[src/rtl/rtc_reg_reader.sv]
// Read-cycle sequencer for the external RTC on the multiplexed ad/cs/wr/rd/AD bus.
// Optional RTC_BCD2BIN_EN: the captured BCD byte is stored as its binary value.
module rtc_reg_reader #(
  parameter int ADDR_HOLD_CYC = 5,
  parameter int GAP_CYC       = 8,
  parameter int RD_WAIT_CYC   = 6
) (
  input  logic       clock,
  input  logic       reset,
  input  logic       start,
  input  logic [7:0] addr,
  input  logic [7:0] ADin,
  output logic       ad,
  output logic       cs,
  output logic       wr,
  output logic       rd,
  output logic [7:0] ADout,
  output logic       ad_oe,
  output logic [7:0] data_out,
  output logic       valid,
  output logic       busy,
  output logic [2:0] dbg_state
);

  localparam int TOTAL = 11 + ADDR_HOLD_CYC + GAP_CYC + RD_WAIT_CYC;
  localparam int CW    = $clog2(TOTAL + 1);

  localparam logic [CW-1:0] ADDR_LAST = CW'(6 + ADDR_HOLD_CYC);
  localparam logic [CW-1:0] AD_LO_END = CW'(5 + ADDR_HOLD_CYC);
  localparam logic [CW-1:0] CS_LO_END = CW'(4 + ADDR_HOLD_CYC);
  localparam logic [CW-1:0] WR_LO_END = CW'(3 + ADDR_HOLD_CYC);
  localparam logic [CW-1:0] GAP_LAST  = CW'(GAP_CYC - 1);
  localparam logic [CW-1:0] RD_LAST   = CW'(RD_WAIT_CYC - 1);
  localparam logic [CW-1:0] ONE       = CW'(1);

  typedef enum logic [2:0] {
    S_IDLE, S_ADDR, S_RELEASE, S_GAP, S_READ, S_CAPTURE, S_FINISH
  } state_t;

  state_t          state_q, state_d;
  logic [CW-1:0]   step_q, step_d;
  logic [7:0]      addr_q, addr_d;
  logic            ad_q, ad_d, cs_q, cs_d, wr_q, wr_d, rd_q, rd_d;
  logic            oe_q, oe_d, valid_q, valid_d, busy_q, busy_d;
  logic [7:0]      bus_q, bus_d, data_q, data_d, cap_val;

`ifdef RTC_BCD2BIN_EN
  // Nibbles above 9 are not corrected; the raw sum is kept.
  assign cap_val = {4'b0, ADin[7:4]} * 8'd10 + {4'b0, ADin[3:0]};
`else
  assign cap_val = ADin;
`endif

  // Step counter restarts in every state, so it never wraps. FINISH doubles as an
  // accept point so a start on the return-to-idle edge begins a new read at once.
  always_comb begin
    state_d = state_q;
    step_d  = step_q + ONE;
    addr_d  = addr_q;
    case (state_q)
      S_IDLE: begin
        step_d = '0;
        if (start) begin
          state_d = S_ADDR;
          addr_d  = addr;
        end
      end
      S_ADDR:    if (step_q == ADDR_LAST) begin state_d = S_RELEASE; step_d = '0; end
      S_RELEASE: if (step_q == ONE)       begin state_d = S_GAP;     step_d = '0; end
      S_GAP:     if (step_q == GAP_LAST)  begin state_d = S_READ;    step_d = '0; end
      S_READ:    if (step_q == RD_LAST)   begin state_d = S_CAPTURE; step_d = '0; end
      S_CAPTURE: begin state_d = S_FINISH; step_d = '0; end
      S_FINISH: begin
        step_d = '0;
        if (start) begin
          state_d = S_ADDR;
          addr_d  = addr;
        end else begin
          state_d = S_IDLE;
        end
      end
      default: begin state_d = S_IDLE; step_d = '0; end
    endcase
  end

  // Outputs are registered from the next state so each strobe changes on its own edge.
  // valid is a one-cycle strobe, no ready: downstream must take data_out while valid=1;
  // data_out itself holds until the next capture.
  always_comb begin
    ad_d    = !(state_d == S_ADDR && step_d >= ONE && step_d <= AD_LO_END);
    wr_d    = !(state_d == S_ADDR && step_d >= CW'(3) && step_d <= WR_LO_END);
    cs_d    = !((state_d == S_ADDR && step_d >= CW'(2) && step_d <= CS_LO_END) ||
                (state_d == S_GAP && step_d == GAP_LAST) ||
                state_d == S_READ || state_d == S_CAPTURE);
    rd_d    = !(state_d == S_READ);
    oe_d    = (state_d == S_ADDR && step_d >= CW'(4)) ||
              (state_d == S_RELEASE && step_d == '0);
    bus_d   = oe_d ? addr_d : 8'hFF;
    data_d  = (state_d == S_CAPTURE) ? cap_val : data_q;
    valid_d = (state_d == S_FINISH);
    busy_d  = (state_d != S_IDLE);
  end

  always_ff @(posedge clock or negedge reset) begin
    if (!reset) begin
      state_q <= S_IDLE;
      step_q  <= '0;
      addr_q  <= 8'h00;
      ad_q    <= 1'b1;
      cs_q    <= 1'b1;
      wr_q    <= 1'b1;
      rd_q    <= 1'b1;
      oe_q    <= 1'b0;
      bus_q   <= 8'hFF;
      data_q  <= 8'h00;
      valid_q <= 1'b0;
      busy_q  <= 1'b0;
    end else begin
      state_q <= state_d;
      step_q  <= step_d;
      addr_q  <= addr_d;
      ad_q    <= ad_d;
      cs_q    <= cs_d;
      wr_q    <= wr_d;
      rd_q    <= rd_d;
      oe_q    <= oe_d;
      bus_q   <= bus_d;
      data_q  <= data_d;
      valid_q <= valid_d;
      busy_q  <= busy_d;
    end
  end

  assign ad        = ad_q;
  assign cs        = cs_q;
  assign wr        = wr_q;
  assign rd        = rd_q;
  assign ADout     = bus_q;
  assign ad_oe     = oe_q;
  assign data_out  = data_q;
  assign valid     = valid_q;
  assign busy      = busy_q;
  assign dbg_state = state_q;

endmodule

[config.mk]
export PLATFORM = sky130hd
export DESIGN_NAME = rtc_reg_reader
export DESIGN_NICKNAME = d
export VERILOG_FILES = /design/src/rtl/rtc_reg_reader.sv
export SDC_FILE = /design/constraint.sdc
export NUM_CORES = 1
export LEC_CHECK = 0
export BUFFER_PORTS_ARGS = -buffer_cell sky130_fd_sc_hd__clkbuf_2
export CAP_MARGIN = 25
export CORE_AREA = 2 2 66 68
export DETAILED_ROUTE_END_ITERATION = 8
export DIE_AREA = 0 0 68 70
export PLACE_DENSITY = 0.76
export REMOVE_ABC_BUFFERS = 1
export SLEW_MARGIN = 20
export SYNTH_ARGS = -nofsm -noshare
export SYNTH_HDL_FRONTEND = slang
export SYNTH_SLANG_ARGS = --single-unit
[constraint.sdc]
create_clock -name clock -period 2.1 [get_ports clock]
set_input_delay 0.315 -clock clock [delete_from_list [all_inputs] [get_ports clock]]
set_output_delay 0.315 -clock clock [all_outputs]
set_load 0.03 [all_outputs]
==> flow_metrics.env, run 1 <==
export IMPL_p_seq_frac=0.290
export IMPL_tritoncts="yes"
export IMPL_required_ns=2.31
export IMPL_h_tree_depth=2
export IMPL_cts_max_path_buffers=2
export IMPL_use_met3=0.04348
export IMPL_yosysTopAreaCellShare=0.3627
export IMPL_synth_async_reset_ratio=1.000
export IMPL_grt_max_degree=26
export IMPL_die_y_um=70
export IMPL_critPathCaptureType="register"
export IMPL_finalWeightedCongestion=0.8864
export IMPL_grt_use_total=0.1891
export IMPL_synth_edf_count=0
export IMPL_fin_crit_sh=1.012
export IMPL_clock_root_buffer="clkbuf_8"
export IMPL_placed_area_mm2=0.002267
export IMPL_p_clk_frac=0.116
export IMPL_die_area_mm2=0.004760
export IMPL_cp_arrival_ns=2.34
export IMPL_drv_cap=0
export IMPL_dpl_hpwl_mm=2.990
export IMPL_yosys_top_cells_area="dfrtp_1 36%, dfstp_2 17%, mux2_2 9.7%, nand2b_1 4.0%, o22a_1 1.4%"
export IMPL_startpoint_type="register"
export IMPL_hp_class="in -> async"
export IMPL_vias=1463
export IMPL_fin_util=0.6063
export IMPL_clock_skew_final_ns=0.008994
export IMPL_design_area_mm2=0.002512
export IMPL_cts_sinks=39
export IMPL_outcome="complete, but fails checks"
export IMPL_syn_to_final_growth_pct=34.86
export IMPL_synth_most_common_cell="dfrtp_1"
export IMPL_peakVddDrop_uv=762.5
export IMPL_fin_ws_ns=-0.02481
export IMPL_ant_nets=0
export IMPL_grt_use_met2=0.3193
export IMPL_core_area_mm2=0.004144
export IMPL_power_density_mw_per_mm2=1667
export IMPL_dr_pass1_iters=4
export IMPL_syn_area_per_cell_um2=12.34
export IMPL_die_width_um=68
export IMPL_grt_pass1_wl_mm=6.720
export IMPL_crit_fanout=5
export IMPL_fill_cells=342
export IMPL_nNetsFinal=245
export IMPL_synth_cell_types=52
export IMPL_switching_share=0.4142
export IMPL_cts_made_buffers=5
export IMPL_path_class="reg -> reg"
export IMPL_rsz0062_at_grt="true"
export IMPL_max_freq_mhz=470.6
export IMPL_r2r_start="dbg_state[1]"
export IMPL_period_needed_ns=2.125
export IMPL_ys_warn_count=0
export IMPL_synth_seq_cells=39
export IMPL_use_met1=0.2325
export IMPL_antenna_found_initial=0
export IMPL_initial_core_util=0.4496
export IMPL_finalHoldViolCount=0
export IMPL_p_int_w=0.002453
export IMPL_routed_wl_mm=4.233
export IMPL_clk_pin_slew_ns=0.08
export IMPL_power_leakage_nw=1.117
export IMPL_vias_per_cell=5.282
export IMPL_worstMarginPinSlew_ns=0.5929
export IMPL_drc=0
export IMPL_cp_startpoint="dbg_state[1]"
export IMPL_overflow=0
export IMPL_pre_cts_ws_ns=-0.1305
export IMPL_post_synth_inst_count=151
export IMPL_ys_seq_area_frac=0.5319
export IMPL_slew_viol_final=0
export IMPL_port_buffers=44
export IMPL_yosysTopAreaCell="dfrtp_1"
export IMPL_violations="negative setup slack"
export IMPL_synthesis_area_mm2=0.001863
export IMPL_p_switching_w=0.001734
export IMPL_relSlewSlack=0.6013
export IMPL_synth_ff_type="dfrtp_1"
export IMPL_wl_per_cell_um=15.28
export IMPL_gr_max_usage_layer="met2"
export IMPL_final_layout_size_suffix_gt1_frac=0.5778
export IMPL_drt_first_iter_violations=60
export IMPL_clk_latency_ns=0.29
export IMPL_n_antenna_cell=0
export IMPL_rows=24
export IMPL_yosys_top_cells_count="27 x dfrtp_1, 16 x mux2_2, 12 x dfstp_2, 12 x nand2b_1"
export IMPL_combPwrFrac=0.594
export IMPL_setup_violations=5
export IMPL_num_io_pins=45
export IMPL_first_global_vias=1461
[metrics by stage]
step	power (W)	std cells	setup TNS, ns	hold WS, ns
final	0.004187	277	-0.05675	0.004169
after global routing	0.004479	277	-0.7781	0.03916
after CTS	0.004022	275	-0.1448	0.02422
after detailed placement	0.003298	261	-0.9853	0.3333
after global placement	0.003251	261	0	0.3305
after floorplan	0.002648	145	-0.8458	0.01941
[sequential cells by signal, indices dropped and copies added (netlist names)]
| signal | count |
|---|---|
| ADout | 8 |
| ad | 1 |
| ad_oe | 1 |
| addr_q | 8 |
| busy | 1 |
| cs | 1 |
| data_out | 8 |
| dbg_state | 3 |
| rd | 1 |
| step_q | 5 |
| valid | 1 |
| wr | 1 |
[power by group through the flow]
stage / combinational, W / sequential [W] / clock [W]
floorplan: 0.00118 / 0.00147 / 0
global placement: 0.00205 / 0.00120 / 0
detailed placement: 0.00209 / 0.00121 / 0
CTS: 0.00233 / 0.00120 / 0.000496
global route: 0.00270 / 0.00124 / 0.000538
finish: 0.00249 / 0.00121 / 0.000485
[cell type report]
type,count,area (um2),area share
flip-flops and latches,39,994.7,0.3959
repair buffers,71,426.7,0.1698
inverters,5,18.77,0.007470
multi-input cells,102,922.1,0.3670
clock inverters,2,12.51,0.004980
well taps,52,65.06,0.02590
clock buffers,6,72.57,0.02888
[placed cells by master, fill, tap and decap left out, drive strengths merged, types with 2 or more instances in the layout]
cell type and n:
nor4b 2, mux2i 2, nand2 5, dfrtp 27
xnor2 2, inv 5, o31ai 3, o211ai 3
nand3 3, and4bb 2, nor3 4, buf 27
a21oi 6, o21ai 3, dfstp 12, or3b 2
or3 2, o22a 3, mux2 16, ha 2
xor2 3, a211oi 2, clkbuf 50, nor2 6
nand2b 12
[kinds of logic after synthesis]
kind of cell	count (synthesis)	synth area share
simple gates	48	0.1652
buf+inv	11	0.02686
mux	17	0.1088
fa+ha+maj	2	0.01343
compound gates	29	0.1303
flops	39	0.5319
xor+xnor	5	0.02351
[critical path, stage by stage (launching register included)]
cell      delay (ns)
dfrtp_2         0.44
or3b_4          0.41
a21oi_4         0.21
o211ai_2        0.14
a2111o_1        0.50
mux2i_4         0.25
nand2b_1        0.10
[per-layer routing]
metal | vias up | wire [um]
li1 | 695 | -
met1 | 720 | 1737
met2 | 40 | 2234
met3 | 8 | 190
met4 | 0 | 71
met5 | - | 0
[timing repair]
item,CTS,global route
gates cloned,1,0
pin swaps,5,7
hold buffers,0,0
setup endpoints to repair,10,12
buffers inserted,5,2
resized for setup,7,14
[worst paths after layout]
kind	to	slack [ns]	depth (start not counted)
setup / recovery	ADout[2]	-0.02	6
hold / removal	addr_q[2]	0.004	1
setup reg to reg	ADout[2]	-0.02	6
hold reg to reg	addr_q[5]	0.50	1
max in group asynchronous	cs	1.49	2
min in group clock	data_out[5]	0.26	2
No activity file was read; power rests on OpenSTA's default activity.
==> run 2, diff against run 1 <==
--- a/config.mk
+++ b/config.mk
@@ -7,10 +7,10 @@
 export LEC_CHECK = 0
 export BUFFER_PORTS_ARGS = -buffer_cell sky130_fd_sc_hd__clkbuf_2
 export CAP_MARGIN = 25
-export CORE_AREA = 2 2 66 68
+export CORE_AREA = 2 2 68 70
 export DETAILED_ROUTE_END_ITERATION = 8
-export DIE_AREA = 0 0 68 70
-export PLACE_DENSITY = 0.76
+export DIE_AREA = 0 0 70 72
+export PLACE_DENSITY = 0.73
 export REMOVE_ABC_BUFFERS = 1
 export SLEW_MARGIN = 20
 export SYNTH_ARGS = -nofsm -noshare
==> flow_metrics.env, run 2 (same netlist as run 1, synthesis figures left out) <==
export IMPL_finalWeightedCongestion=0.9512
export IMPL_port_buffers=44
export IMPL_routed_wl_mm=4.132
export IMPL_cp_arrival_ns=2.37
export IMPL_overflow=0
export IMPL_mostFrequentLayoutCells="44 x clkbuf_2, 25 x dfrtp_1, 25 x buf_4"
export IMPL_switching_share=0.3884
export IMPL_placed_area_mm2=0.002290
export IMPL_vias=1425
export IMPL_critPathCaptureType="register"
export IMPL_drt_first_iter_violations=69
export IMPL_path_class="reg -> reg"
export IMPL_cts_made_buffers=5
export IMPL_r2r_start="step_q[1]"
export IMPL_initial_core_util=0.4369
export IMPL_fill_cells=373
export IMPL_clock_skew_final_ns=0.005064
export IMPL_crit_end="ADout[7]"
export IMPL_power_density_mw_per_mm2=1740
export IMPL_die_area_mm2=0.005040
export IMPL_p_clk_frac=0.166
export IMPL_clock_root_buffer="clkbuf_8"
export IMPL_num_io_pins=45
export IMPL_core_area_mm2=0.004264
export IMPL_fin_tns_setup_ns=-0.3280
export IMPL_drc=0
export IMPL_max_freq_mhz=465.1
export IMPL_peakVddDrop_uv=858.9
export IMPL_outcome="complete, but fails checks"
export IMPL_fin_crit_sh=1.024
export IMPL_dr_pass1_iters=4
export IMPL_ant_nets=0
export IMPL_crit_fanout=5
export IMPL_cts_max_path_buffers=2
export IMPL_grt_max_degree=24
export IMPL_ff_latch_area_um2=993.5
export IMPL_antenna_found_initial=0
export IMPL_final_common_cell="clkbuf_2"
export IMPL_violations="negative setup slack"
export IMPL_power_leakage_nw=1.129
export IMPL_grt_use_total=0.1708
export IMPL_slew_viol_final=0
export IMPL_finalHoldViolCount=0
export IMPL_cts_sinks=39
export IMPL_dpl_hpwl_mm=3.056
export IMPL_die_width_um=70
export IMPL_rows=24
export IMPL_setup_violations=9
export IMPL_fin_ws_ns=-0.05030
export IMPL_multi_input_area_um2=884.6
export IMPL_pre_cts_ws_ns=-0.08865
export IMPL_reg2reg_to="ADout[7]"
export IMPL_cp_startpoint="step_q[1]"
export IMPL_clk_latency_ns=0.29
export IMPL_drv_cap=0
export IMPL_startpoint_type="register"
export IMPL_fin_cells=276
export IMPL_period_needed_ns=2.150
export IMPL_vias_per_cell=5.163
export IMPL_rsz0062_at_grt="true"
export IMPL_design_area_mm2=0.002512
export IMPL_die_y_um=72
export IMPL_p_seq_frac=0.275
export IMPL_p_switching_w=0.001698
export IMPL_required_ns=2.32
export IMPL_grt_pass1_wl_mm=6.693
export IMPL_nNetsFinal=244
export IMPL_r2r_setup_slack_ns=-0.05
export IMPL_combPwrFrac=0.558
export IMPL_relSlewSlack=0.6661
export IMPL_final_layout_size_suffix_gt1_frac=0.5491
export IMPL_syn_to_final_growth_pct=34.86
export IMPL_hp_start="ADin[2]"
export IMPL_hp_class="in -> reg"
export IMPL_p_int_w=0.002673
export IMPL_n_antenna_cell=0
export IMPL_tritoncts="yes"
export IMPL_h_tree_depth=2
export IMPL_wl_per_cell_um=14.97
export IMPL_fin_util=0.5892
export IMPL_clk_pin_slew_ns=0.07
export IMPL_reg2reg_depth=8
export IMPL_dpl_cell_count=264
export IMPL_worstMarginPinSlew_ns=0.4965
export IMPL_first_global_vias=1468
## run 2: cell types whose count changed in the layout (fill, tap and decap cells not counted), sizes merged
cell         before  now
buf              27   25
bufinv            0    2
clkinv            1    0
clkinvlp          1    0
dlygate4sd3       0    1
## run 2: layout make-up
| cell class | instances | share of cell area |
|---|---|---|
| clock buffers | 6 | 0.02888 |
| clock inverters | 2 | 0.02390 |
| inverters | 5 | 0.007470 |
| multi-input cells | 102 | 0.3521 |
| flip-flops and latches | 39 | 0.3954 |
| well taps | 52 | 0.02590 |
| repair buffers | 70 | 0.1663 |
## run 2: metrics by stage
stage                     power [W]  hold slack [ns]
after global placement     0.003372           0.2846
final                      0.004372           0.2527
after CTS                  0.004233           0.2500
after detailed placement   0.003401           0.2831
after floorplan            0.002648          0.01941
after global routing       0.004649           0.2469
## run 2: worst min-delay path by stage
| stage | end | slack, ns | cells after the start |
|---|---|---|---|
| after floorplan | ad_oe | 0.02 | 0 |
| after global placement | data_out[6] | 0.28 | 1 |
| after detailed placement | data_out[6] | 0.28 | 1 |
| after CTS | data_out[6] | 0.25 | 2 |
| after global routing | data_out[6] | 0.25 | 2 |
| final | data_out[2] | 0.25 | 2 |
## run 2: layer usage
layer / global-route usage / up-vias / wire length (um)
met4: 0.06410 / 0 / 61
met2: 0.2899 / 35 / 2023
li1: - / 691 / -
met3: 0.04444 / 6 / 176
met1: 0.2116 / 693 / 1870
met5: 0 / - / 0
## run 2: power by group through the flow
stage	combinational (W)	sequential (W)	clock [W]
detailed placement	0.00220	0.00120	0
CTS	0.00229	0.00120	0.000741
finish	0.00244	0.00120	0.000726
global route	0.00264	0.00123	0.000769
global placement	0.00217	0.00120	0
floorplan	0.00118	0.00147	0
## run 2: timing repair
action / in CTS / in global routing
gates cloned: 1 / 0
setup buffers: 0 / 2
hold buffers: 1 / 0
resized for setup: 3 / 8
endpoints found under the setup margin: 10 / 12
pin swaps: 1 / 6
endpoints found under the hold margin: 13 / 0
## run 2: worst max-delay path: stages (launching register included)
cell and delay (ns):
dfrtp_1 0.40, inv_1 0.06, ha_2 0.18, nor4b_4 0.25, o32ai_2 0.11, o21a_2 0.27, a211oi_4 0.37, mux2i_4 0.36
nand2b_1 0.08
